File: config.mk
export PLATFORM = sky130hd
export DESIGN_NAME = uart_packet_tx
export DESIGN_NICKNAME = d
export VERILOG_FILES = /design/src/rtl/uart_packet_tx.sv
export SDC_FILE = /design/constraint.sdc
export NUM_CORES = 1
export LEC_CHECK = 0
export ABC_AREA = 1
export BUFFER_PORTS_ARGS = -buffer_cell sky130_fd_sc_hd__buf_2
export CORE_ASPECT_RATIO = 1.1
export CORE_MARGIN = 1.5
export CORE_UTILIZATION = 52
export CTS_BUF_LIST = sky130_fd_sc_hd__clkbuf_16
export CTS_CLUSTER_DIAMETER = 40
export CTS_CLUSTER_SIZE = 10
export DETAILED_ROUTE_END_ITERATION = 10
export PLACE_DENSITY = 0.74
export SLEW_MARGIN = 40
export SYNTH_ARGS = -nofsm -noshare
export SYNTH_HDL_FRONTEND = slang
export SYNTH_SLANG_ARGS = --single-unit
File: constraint.sdc
create_clock -name clk -period 6.1 [get_ports clk]
set_clock_uncertainty 0.1 [all_clocks]
set_input_delay 0.305 -clock clk [delete_from_list [all_inputs] [get_ports clk]]
set_output_delay 0.305 -clock clk [all_outputs]
set_load 0.03 [all_outputs]
File: src/rtl/uart_packet_tx.sv
// Packet UART transmitter: header, 16 payload bytes and a 16-bit checksum sent as 8N1 frames.
// Define UART_TX_PARITY_EN to insert an even-parity bit after bit 7 of every byte.
module uart_packet_tx #(
  parameter int unsigned clk_freq  = 100_000_000,
  parameter int unsigned baud_rate = 115_200,
  parameter logic [15:0] header    = 16'hA55A
) (
  input  logic         clk,
  input  logic         rst_n,
  input  logic         start,
  input  logic [127:0] data_in,
  output logic         tx,
  output logic         busy,
  output logic         done,
  output logic [2:0]   o_dbg_state
);

  localparam int unsigned CLKS_PER_BIT = clk_freq / baud_rate;
  localparam int unsigned CW = (CLKS_PER_BIT > 1) ? $clog2(CLKS_PER_BIT) : 1;
  localparam logic [CW-1:0] BAUD_LAST = CW'(CLKS_PER_BIT - 1);
  localparam logic [4:0] LAST_BYTE = 5'd19;

  // NEXT_BYTE has no encoding: its decision is taken on the last cycle of STOP_BIT.
  typedef enum logic [2:0] {
    S_IDLE   = 3'd0,
    S_START  = 3'd1,
    S_DATA   = 3'd2,
`ifdef UART_TX_PARITY_EN
    S_PARITY = 3'd3,
`endif
    S_STOP   = 3'd4
  } state_t;

  state_t          r_state;
  state_t          w_state_next;
  logic [CW-1:0]   r_baud_cnt;
  logic [CW-1:0]   w_baud_next;
  logic [2:0]      r_bit_idx;
  logic [2:0]      w_bit_next;
  logic [4:0]      r_byte_idx;
  logic [4:0]      w_byte_next;
  logic [127:0]    r_data;
  logic [15:0]     r_csum;
  logic [15:0]     w_csum_in;
  logic            r_done;
  logic            w_done_next;
  logic            w_load;
  logic            w_bit_end;
  logic [3:0]      w_pay_sel;
  logic [7:0]      w_byte;

  // Handshake: start is a request accepted only while busy is low (state IDLE);
  // acceptance latches data_in, and requests while busy are dropped, not queued.
  assign w_bit_end = (r_baud_cnt == BAUD_LAST);

  always_comb begin
    w_csum_in = '0;
    for (int i = 0; i < 16; i++) begin
      w_csum_in = w_csum_in + {8'd0, data_in[8*i +: 8]};
    end
  end

  // Payload byte 2 is data[127:120], byte 17 is data[7:0].
  always_comb begin
    w_pay_sel = 4'(5'd17 - r_byte_idx);
    case (r_byte_idx)
      5'd0:    w_byte = header[15:8];
      5'd1:    w_byte = header[7:0];
      5'd18:   w_byte = r_csum[15:8];
      5'd19:   w_byte = r_csum[7:0];
      default: w_byte = r_data[{w_pay_sel, 3'b000} +: 8];
    endcase
  end

  always_comb begin
    w_state_next = r_state;
    w_baud_next  = w_bit_end ? '0 : r_baud_cnt + 1'b1;
    w_bit_next   = r_bit_idx;
    w_byte_next  = r_byte_idx;
    w_done_next  = 1'b0;
    w_load       = 1'b0;
    case (r_state)
      S_IDLE: begin
        w_baud_next = '0;
        w_bit_next  = 3'd0;
        w_byte_next = 5'd0;
        if (start) begin
          w_load       = 1'b1;
          w_state_next = S_START;
        end
      end
      S_START: begin
        if (w_bit_end) begin
          w_state_next = S_DATA;
          w_bit_next   = 3'd0;
        end
      end
      S_DATA: begin
        if (w_bit_end) begin
          if (r_bit_idx == 3'd7) begin
`ifdef UART_TX_PARITY_EN
            w_state_next = S_PARITY;
`else
            w_state_next = S_STOP;
`endif
          end else begin
            w_bit_next = r_bit_idx + 3'd1;
          end
        end
      end
`ifdef UART_TX_PARITY_EN
      S_PARITY: begin
        if (w_bit_end) w_state_next = S_STOP;
      end
`endif
      S_STOP: begin
        if (w_bit_end) begin
          if (r_byte_idx == LAST_BYTE) begin
            w_state_next = S_IDLE;
            w_byte_next  = 5'd0;
            w_done_next  = 1'b1;
          end else begin
            w_state_next = S_START;
            w_byte_next  = r_byte_idx + 5'd1;
          end
        end
      end
      default: begin
        w_state_next = S_IDLE;
        w_baud_next  = '0;
      end
    endcase
  end

  always_ff @(posedge clk or negedge rst_n) begin
    if (!rst_n) r_state <= S_IDLE;
    else        r_state <= w_state_next;
  end

  always_ff @(posedge clk or negedge rst_n) begin
    if (!rst_n) begin
      r_baud_cnt <= '0;
      r_bit_idx  <= 3'd0;
      r_byte_idx <= 5'd0;
      r_data     <= '0;
      r_csum     <= '0;
      r_done     <= 1'b0;
    end else begin
      r_baud_cnt <= w_baud_next;
      r_bit_idx  <= w_bit_next;
      r_byte_idx <= w_byte_next;
      r_done     <= w_done_next;
      if (w_load) begin
        r_data <= data_in;
        r_csum <= w_csum_in;
      end
    end
  end

  always_comb begin
    case (r_state)
      S_START: tx = 1'b0;
      S_DATA:  tx = w_byte[r_bit_idx];
`ifdef UART_TX_PARITY_EN
      S_PARITY: tx = ^w_byte;
`endif
      default: tx = 1'b1;
    endcase
  end

  assign busy        = (r_state != S_IDLE);
  assign done        = r_done;
  assign o_dbg_state = r_state;

endmodule

==> results of run 1 <==
## flip-flops by register name (all words and copies together) (netlist names)
signal	cells
r_data	128
r_csum	13
r_baud_cnt	10
r_byte_idx	5
o_dbg_state	3
r_bit_idx	3
done	1
## power by group through the flow
stage | clock, uW | sequential [uW] | combinational [uW]
global route | 1050 | 1790 | 5810
CTS | 1010 | 1740 | 5070
finish | 1000 | 1740 | 5070
detailed placement | 0 | 1750 | 4930
global placement | 0 | 1740 | 4780
floorplan | 0 | 1720 | 3850
## cell usage in the layout (no fill, tap or decap), drive strengths merged, types with 4 or more instances in the layout
| cell | netlist | routed |
|---|---|---|
| inv | 302 | 307 |
| clkinv | 0 | 6 |
| nand2 | 364 | 364 |
| nor2 | 33 | 33 |
| xnor2 | 4 | 4 |
| nor3 | 10 | 10 |
| nand3 | 112 | 112 |
| xor2 | 7 | 7 |
| dfrtp | 163 | 163 |
| buf | 38 | 142 |
| clkinvlp | 0 | 4 |
| o211ai | 13 | 13 |
| ha | 30 | 30 |
| dlygate4sd3 | 0 | 17 |
| o21ai | 140 | 140 |
| clkbuf | 16 | 17 |
| a21oi | 22 | 22 |
| fa | 108 | 108 |
## worst paths after layout
kind                                       startpoint                       to  slack, ns
setup / recovery                          data_in[73]   r_csum[10]$_DFFE_PN0P_       0.43
setup reg to reg           o_dbg_state[0]$_DFFE_PN0P_   r_csum[11]$_DFFE_PN0P_       3.33
hold reg to reg               r_baud_cnt[0]$_DFF_PN0_  r_baud_cnt[0]$_DFF_PN0_       0.37
hold / removal                           data_in[111]  r_data[111]$_DFFE_PN0P_      0.003
min in group asynchronous                       rst_n   r_data[32]$_DFFE_PN0P_       0.22
max in group asynchronous                       rst_n   r_data[85]$_DFFE_PN0P_       4.43
## through the flow
step | instances | setup slack, ns | cell area (um2) | utilization
2_1_floorplan | 1375 | 1.03 | 11300 | -
3_3_place_gp | 1751 | 0.631 | 12100 | 0.567
3_5_place_dp | 1751 | 0.490 | 12100 | 0.568
4_1_cts | 1800 | 0.466 | 12800 | 0.601
5_1_grt | 1802 | 0.238 | 12900 | 0.604
6_report | 1804 | 0.431 | 12900 | 0.604
## final cells by class
| cell class | instances | area [um2] | area share |
|---|---|---|---|
| sequential | 163 | 4080 | 0.317 |
| clock buffer | 17 | 425 | 0.0331 |
| multi-input combinational | 855 | 5760 | 0.448 |
| inverter | 303 | 1160 | 0.0899 |
| antenna | 2 | 5.00 | 0.000389 |
| tap | 290 | 363 | 0.0282 |
| timing repair buffer | 159 | 966 | 0.0751 |
| clock inverter | 15 | 109 | 0.00846 |
## worst max-delay path, delay by kind of cell
family	cells	cell delay [ns]
AOI/OAI and AO/OA	4	0.68
xor gates and xnor gates	1	0.15
adders and majority gates	8	3.53
buffers and inverters	7	0.96
and+or+nand+nor	2	0.22
## metal layers
layer / global-route usage / vias up / wire (um)
li1: - / 4411 / -
met1: 0.337 / 4501 / 11600
met2: 0.481 / 303 / 14800
met3: 0.0429 / 73 / 1380
met4: 0.109 / 0 / 1010
met5: 0 / - / 0
## cell families after synthesis
family,after synthesis,share of synthesized area
AND/OR/NAND/NOR,523,0.191
buffers and inverters,357,0.126
AO/OA/AOI/OAI,183,0.0862
flip-flops,163,0.362
adder cells (fa/ha/maj),138,0.225
XOR/XNOR,11,0.00923
## repair_timing
item,4_1_cts,5_1_grt
setup endpoints to repair,0,0
hold buffers,17,0
hold endpoints to repair,121,0
==> impl_results.md, run 1 <==
- Critical Path End Type: flip-flop
- Global-route wire length before repair: 46800 um
- P_sw: between 3000 and 4000 uW
- Rel. slew slack: 0.429
- Largest net degree at the start of global routing: approximately 250
- Post-CTS Resized: 0
- Type of origin of the critical path: primary input
- Synth top cells by count: nand2_1 (364), inv_1 (294), dfrtp_1 (163), nand3_1 (112), fa_1 (108)
- Power Dens Cells: 607 mW/mm2
- Vias: 9288
- Seq cells post-synth: about 160
- RSZ-0062 raised after global routing: false
- P_leak: around 0.0066 uW
- TritonCTS clock tree: built
- Sequential fraction of design power: 0.223
- CP max-delay cell: fa_1
- Port bufs: roughly 140
- Inserted Clock Buffers: 17
- Postcts setup bufs: 0
- Final setup fails: 0
- Rows: 56
- 1st-iter DRT viols: slightly below 600
- I/O pin count: approximately 140
- Most used cell, CP: fa_1
- Iteration count of the initial detailed-routing pass: 5
- H-tree depth: 4
- Post-DP HPWL: around 21000 um
- WP data required: between 6 and 7 ns
- Final net count: 1768
- Register clock-pin slew on the reported worst setup and hold paths: 0.06 ns
- Worst-skew pair later-pin latency: 0.44 ns
- Slew @ Worst Pin: between 0.8 and 0.9 ns
- Sw Ratio: 0.478
- Hold Vio Cnt, Final: 0
- Clk sinks: ~160
- Root Driver: clkbuf_16
- Critical Path Fanout Max: 3
- Drt wl/cell: 15.9 um
- Top cell type by total area after synthesis: dfrtp_1
- Max stage delay on crit path: about 0.54 ns
- Area grow syn2layout: 14.3%
- Die height: approximately 160 um
- Hold Path Class: in2reg
- Kind of critical path: in2reg
- Vias per cell: roughly 5.1
- Initial core utilization: 0.528
- Max-Cap Viols: 0
- Ys flop type: dfrtp_1
- Comb pwr share: 0.649
- Crit path cell chain: dlygate4sd3_1, buf_2, inv_1, fa_1, fa_1, inv_1, fa_1, inv_1, fa_1, fa_1, fa_1, inv_1, ha_1, inv_1, fa_1, o21ai_1, a21oi_1, nor2_1, nor2_1, o21bai_1, xnor2_1, o21ai_0
- Global route total overflow: 0
- Arr. time, crit path: just under 6 ns
- Internal power: 4080 uW
- Cell Area, Synth: 0.0113 mm2
- Yosys cell types: 35
- Fin. max-slew vios: 0
- Clk network pwr share: 0.128
- Seq/Total Area, Yosys: 0.362
- Tightest hold margin: a little over 0.003 ns
- Post-synth ARST share: 1.00
- Most used standard cell by instance count after synthesis: nand2_1
- Ys Warns: 0
- Final WL: approximately 29000 um
- Post-synthesis cell count: ~1400
- Vias in the first global route: 9423
- Hold path depth: 3
- Share of cells above drive strength 1: 0.125
- Final period utilization: 0.929
- Core Area: 0.0213 mm2
- DRC viols: 0
- Antenna Nets Post-Route: 0
- Total global-route track usage: 0.273
- Clock tree buffer depth: 2
- Total chip power: between 7000 and 8000 uW
- Synth top area share: 0.362
- Final Wtd Congestion: between 0.9 and 1
- TNS Setup: 0 ns
- Die area: 0.0225 mm2
- # fillers: 1904
- EDFF count, synth: 0
- Path depth of the worst reg2reg path: 11
- Outcome: finished clean
- Avg Synthesized Cell Area: around 8 um2
- Synth area leaders: dfrtp_1 (36%), fa_1 (19%), nand2_1 (12%)
- Fmax: 176 MHz
- Maximum VDD drop: around 0.0007 V
- Post-layout minimum cycle time: 5.67 ns
- Initial antenna violation count: 2
- Post-synthesis net count: between 1500 and 2000
- Die X: about 140 um
Note: power is estimated with default switching activity, not from simulation.
==> run 2: changes to the inputs <==
--- a/config.mk
+++ b/config.mk
@@ -10,7 +10,6 @@
 export CORE_ASPECT_RATIO = 1.1
 export CORE_MARGIN = 1.5
 export CORE_UTILIZATION = 52
-export CTS_BUF_LIST = sky130_fd_sc_hd__clkbuf_16
 export CTS_CLUSTER_DIAMETER = 40
 export CTS_CLUSTER_SIZE = 10
 export DETAILED_ROUTE_END_ITERATION = 10
==> run 2 against run 1 <==
Effect of this change:
- first-iteration DRC count is 2.9% higher
- die area unchanged
- clock-buffer cell count grew 2
- register-to-register slack improved by 0.02 ns
- critical path type unchanged
- largest power group unchanged
==> impl_results.md, run 2 (synthesized netlist as in run 1, its figures left out) <==
- Antenna Nets Post-Route: 0 (unchanged)
- Sw Ratio: 0.476 (-0.00182)
- Die height: 157 um (unchanged)
- Area of the multi-input gates: 0.00576 mm2 (unchanged)
- Vias in the first global route: 9422 (-0.011%)
- Global-route wire length before repair: 46800 um (about the same)
- Commonest non-fill, non-tap cell in the layout: nand2_1
- H-tree depth: 4 (unchanged)
- Final WL: 28800 um (+0.14%)
- Maximum VDD drop: 0.000713 V (+0.26%)
- Area grow syn2layout: 14.4% (about the same)
- Post-layout minimum cycle time: 5.64 ns (-0.0294 ns)
- Die area: 0.0225 mm2 (unchanged)
- Fin. max-slew vios: 0 (unchanged)
- Postcts setup bufs: 0 (unchanged)
- Outcome: finished clean
- Final Wtd Congestion: 0.924 (unchanged)
- Drt wl/cell: 15.9 um (about the same)
- Kind of critical path: in2reg
- 1st-iter DRT viols: 597 (+2.9%)
- Hold Vio Cnt, Final: 0 (unchanged)
- WP data required: 6.28 ns (about the same)
- Register clock-pin slew on the reported worst setup and hold paths: 0.06 ns (about the same)
- Die X: 143 um (unchanged)
- Vias: 9254 (-0.37%)
- P_sw: 3720 uW (-0.42%)
- Post-CTS Resized: 0 (unchanged)
- Largest net degree at the start of global routing: 245 (unchanged)
- Rows: 56 (unchanged)
- Most frequent cells in the layout: nand2_1 (364), inv_1 (294), dfrtp_1 (162)
- Final setup fails: 0 (unchanged)
- # fillers: 1910 (+0.32%)
- Critical Path End Type: flip-flop
- Iteration count of the initial detailed-routing pass: 7 (+2)
- Clock tree buffer depth: 2 (unchanged)
- FF/Latch Area: 0.00408 mm2 (unchanged)
- RSZ-0062 raised after global routing: false
- Core Area: 0.0213 mm2 (unchanged)
- Post-DP HPWL: 20500 um (unchanged)
- Tightest hold margin: 0.00309 ns (+0.0000366 ns)
- Total global-route track usage: 0.273 (about the same)
- TritonCTS clock tree: built
- Initial antenna violation count: 2 (unchanged)
- I/O pin count: 137 (unchanged)
- Global route total overflow: 0 (unchanged)
- Share of cells above drive strength 1: 0.126 (+0.000661)
- Fmax: 177 MHz (+0.52%)
- Critical Path Fanout Max: 3 (unchanged)
- Largest registers: r_data (128), r_csum (13), r_baud_cnt (10)
- Max-Cap Viols: 0 (unchanged)
- Sequential fraction of design power: 0.223 (about the same)
- Internal power: 4090 uW (+0.31%)
- Worst-skew pair later-pin latency: 0.44 ns (about the same)
- Slew @ Worst Pin: 0.821 ns (-0.0344 ns)
- Hold Path Class: in2reg
- Rel. slew slack: 0.452 (+0.0230)
- TNS Setup: 0 ns (unchanged)
- Comb pwr share: 0.646 (-0.003)
- DRC viols: 0 (unchanged)
- Clk network pwr share: 0.131 (+0.003)
- Inserted Clock Buffers: 17 (unchanged)
- Arr. time, crit path: 5.82 ns (-0.03 ns)
- Max reg flops: 128 (unchanged)
- Clk sinks: 163 (unchanged)
- Largest reg by FF count: r_data
- Port bufs: 136 (unchanged)
- Root Driver: clkbuf_16
- Final net count: 1768 (unchanged)
- Type of origin of the critical path: primary input
- Power Dens Cells: 606 mW/mm2 (-0.13%)
- P_leak: 0.00662 uW (about the same)
- Final period utilization: 0.925 (-0.00482)
- Vias per cell: 5.13 (-0.42%)
- Initial core utilization: 0.528 (unchanged)
==> run 2: stage by stage <==
step                      cell area (um2)  worst slack [ns]  cells  utilization  power [uW]
after global placement              12100             0.631   1751        0.567        6520
after CTS                           12800             0.466   1800        0.601        7840
after global routing                12900             0.238   1802        0.604        8660
final                               12900             0.460   1805        0.605        7810
after floorplan                     11300              1.03   1375            -        5570
after detailed placement            12100             0.490   1751        0.568        6690
==> run 2: final timing paths <==
check	start	endpoint	slack (ns)	depth (start not counted)
max in group asynchronous	rst_n	r_data[118]$_DFFE_PN0P_	4.39	4
worst min-delay path	data_in[111]	r_data[111]$_DFFE_PN0P_	0.003	3
worst max-delay path	data_in[73]	r_csum[10]$_DFFE_PN0P_	0.46	22
worst min register to register	r_baud_cnt[0]$_DFF_PN0_	r_baud_cnt[0]$_DFF_PN0_	0.37	1
worst max register to register	o_dbg_state[0]$_DFFE_PN0P_	r_csum[11]$_DFFE_PN0P_	3.35	11
min in group asynchronous	rst_n	r_data[32]$_DFFE_PN0P_	0.22	2
==> run 2: layout make-up <==
cell class,count,area share
Sequential cell,163,0.317
Clock buffer,19,0.0344
Timing Repair Buffer,159,0.0750
Tap cell,290,0.0282
Clock inverter,13,0.00787
Antenna cell,3,0.000583
Inverter,303,0.0898
Multi-Input combinational cell,855,0.447
==> run 2: critical path, stage by stage <==
cell,delay (ns)
dlygate4sd3_1,0.52
buf_2,0.11
inv_1,0.05
fa_1,0.46
fa_1,0.53
inv_1,0.06
fa_1,0.51
inv_1,0.06
fa_1,0.54
fa_1,0.44
fa_1,0.44
inv_1,0.07
ha_1,0.22
inv_1,0.09
fa_1,0.40
o21ai_1,0.22
a21oi_1,0.15
nor2_1,0.15
nor2_1,0.06
o21bai_1,0.21
xnor2_1,0.15
o21ai_0,0.09
==> run 2: per-layer routing <==
| layer | wire length (um) | part of all wire | vias up | global-route usage |
|---|---|---|---|---|
| met3 | 1480 | 0.052 | 60 | 0.0429 |
| met4 | 876 | 0.030 | 0 | 0.107 |
| met5 | 0 | 0 | - | 0 |
| li1 | - | - | 4409 | - |
| met1 | 11400 | 0.40 | 4488 | 0.337 |
| met2 | 15000 | 0.52 | 297 | 0.481 |
==> run 2: power groups by stage <==
stage	clock network, uW	logic (uW)	registers [uW]
2_1_floorplan	0	3850	1720
3_3_place_gp	0	4780	1740
3_5_place_dp	0	4930	1750
4_1_cts	1020	5070	1740
5_1_grt	1070	5810	1790
6_report	1020	5050	1740
==> run 2: timing repair <==
| item | CTS | global route |
|---|---|---|
| hold buffers | 17 | 0 |
| endpoints found under the hold margin | 121 | 0 |
| endpoints found under the setup margin | 0 | 0 |
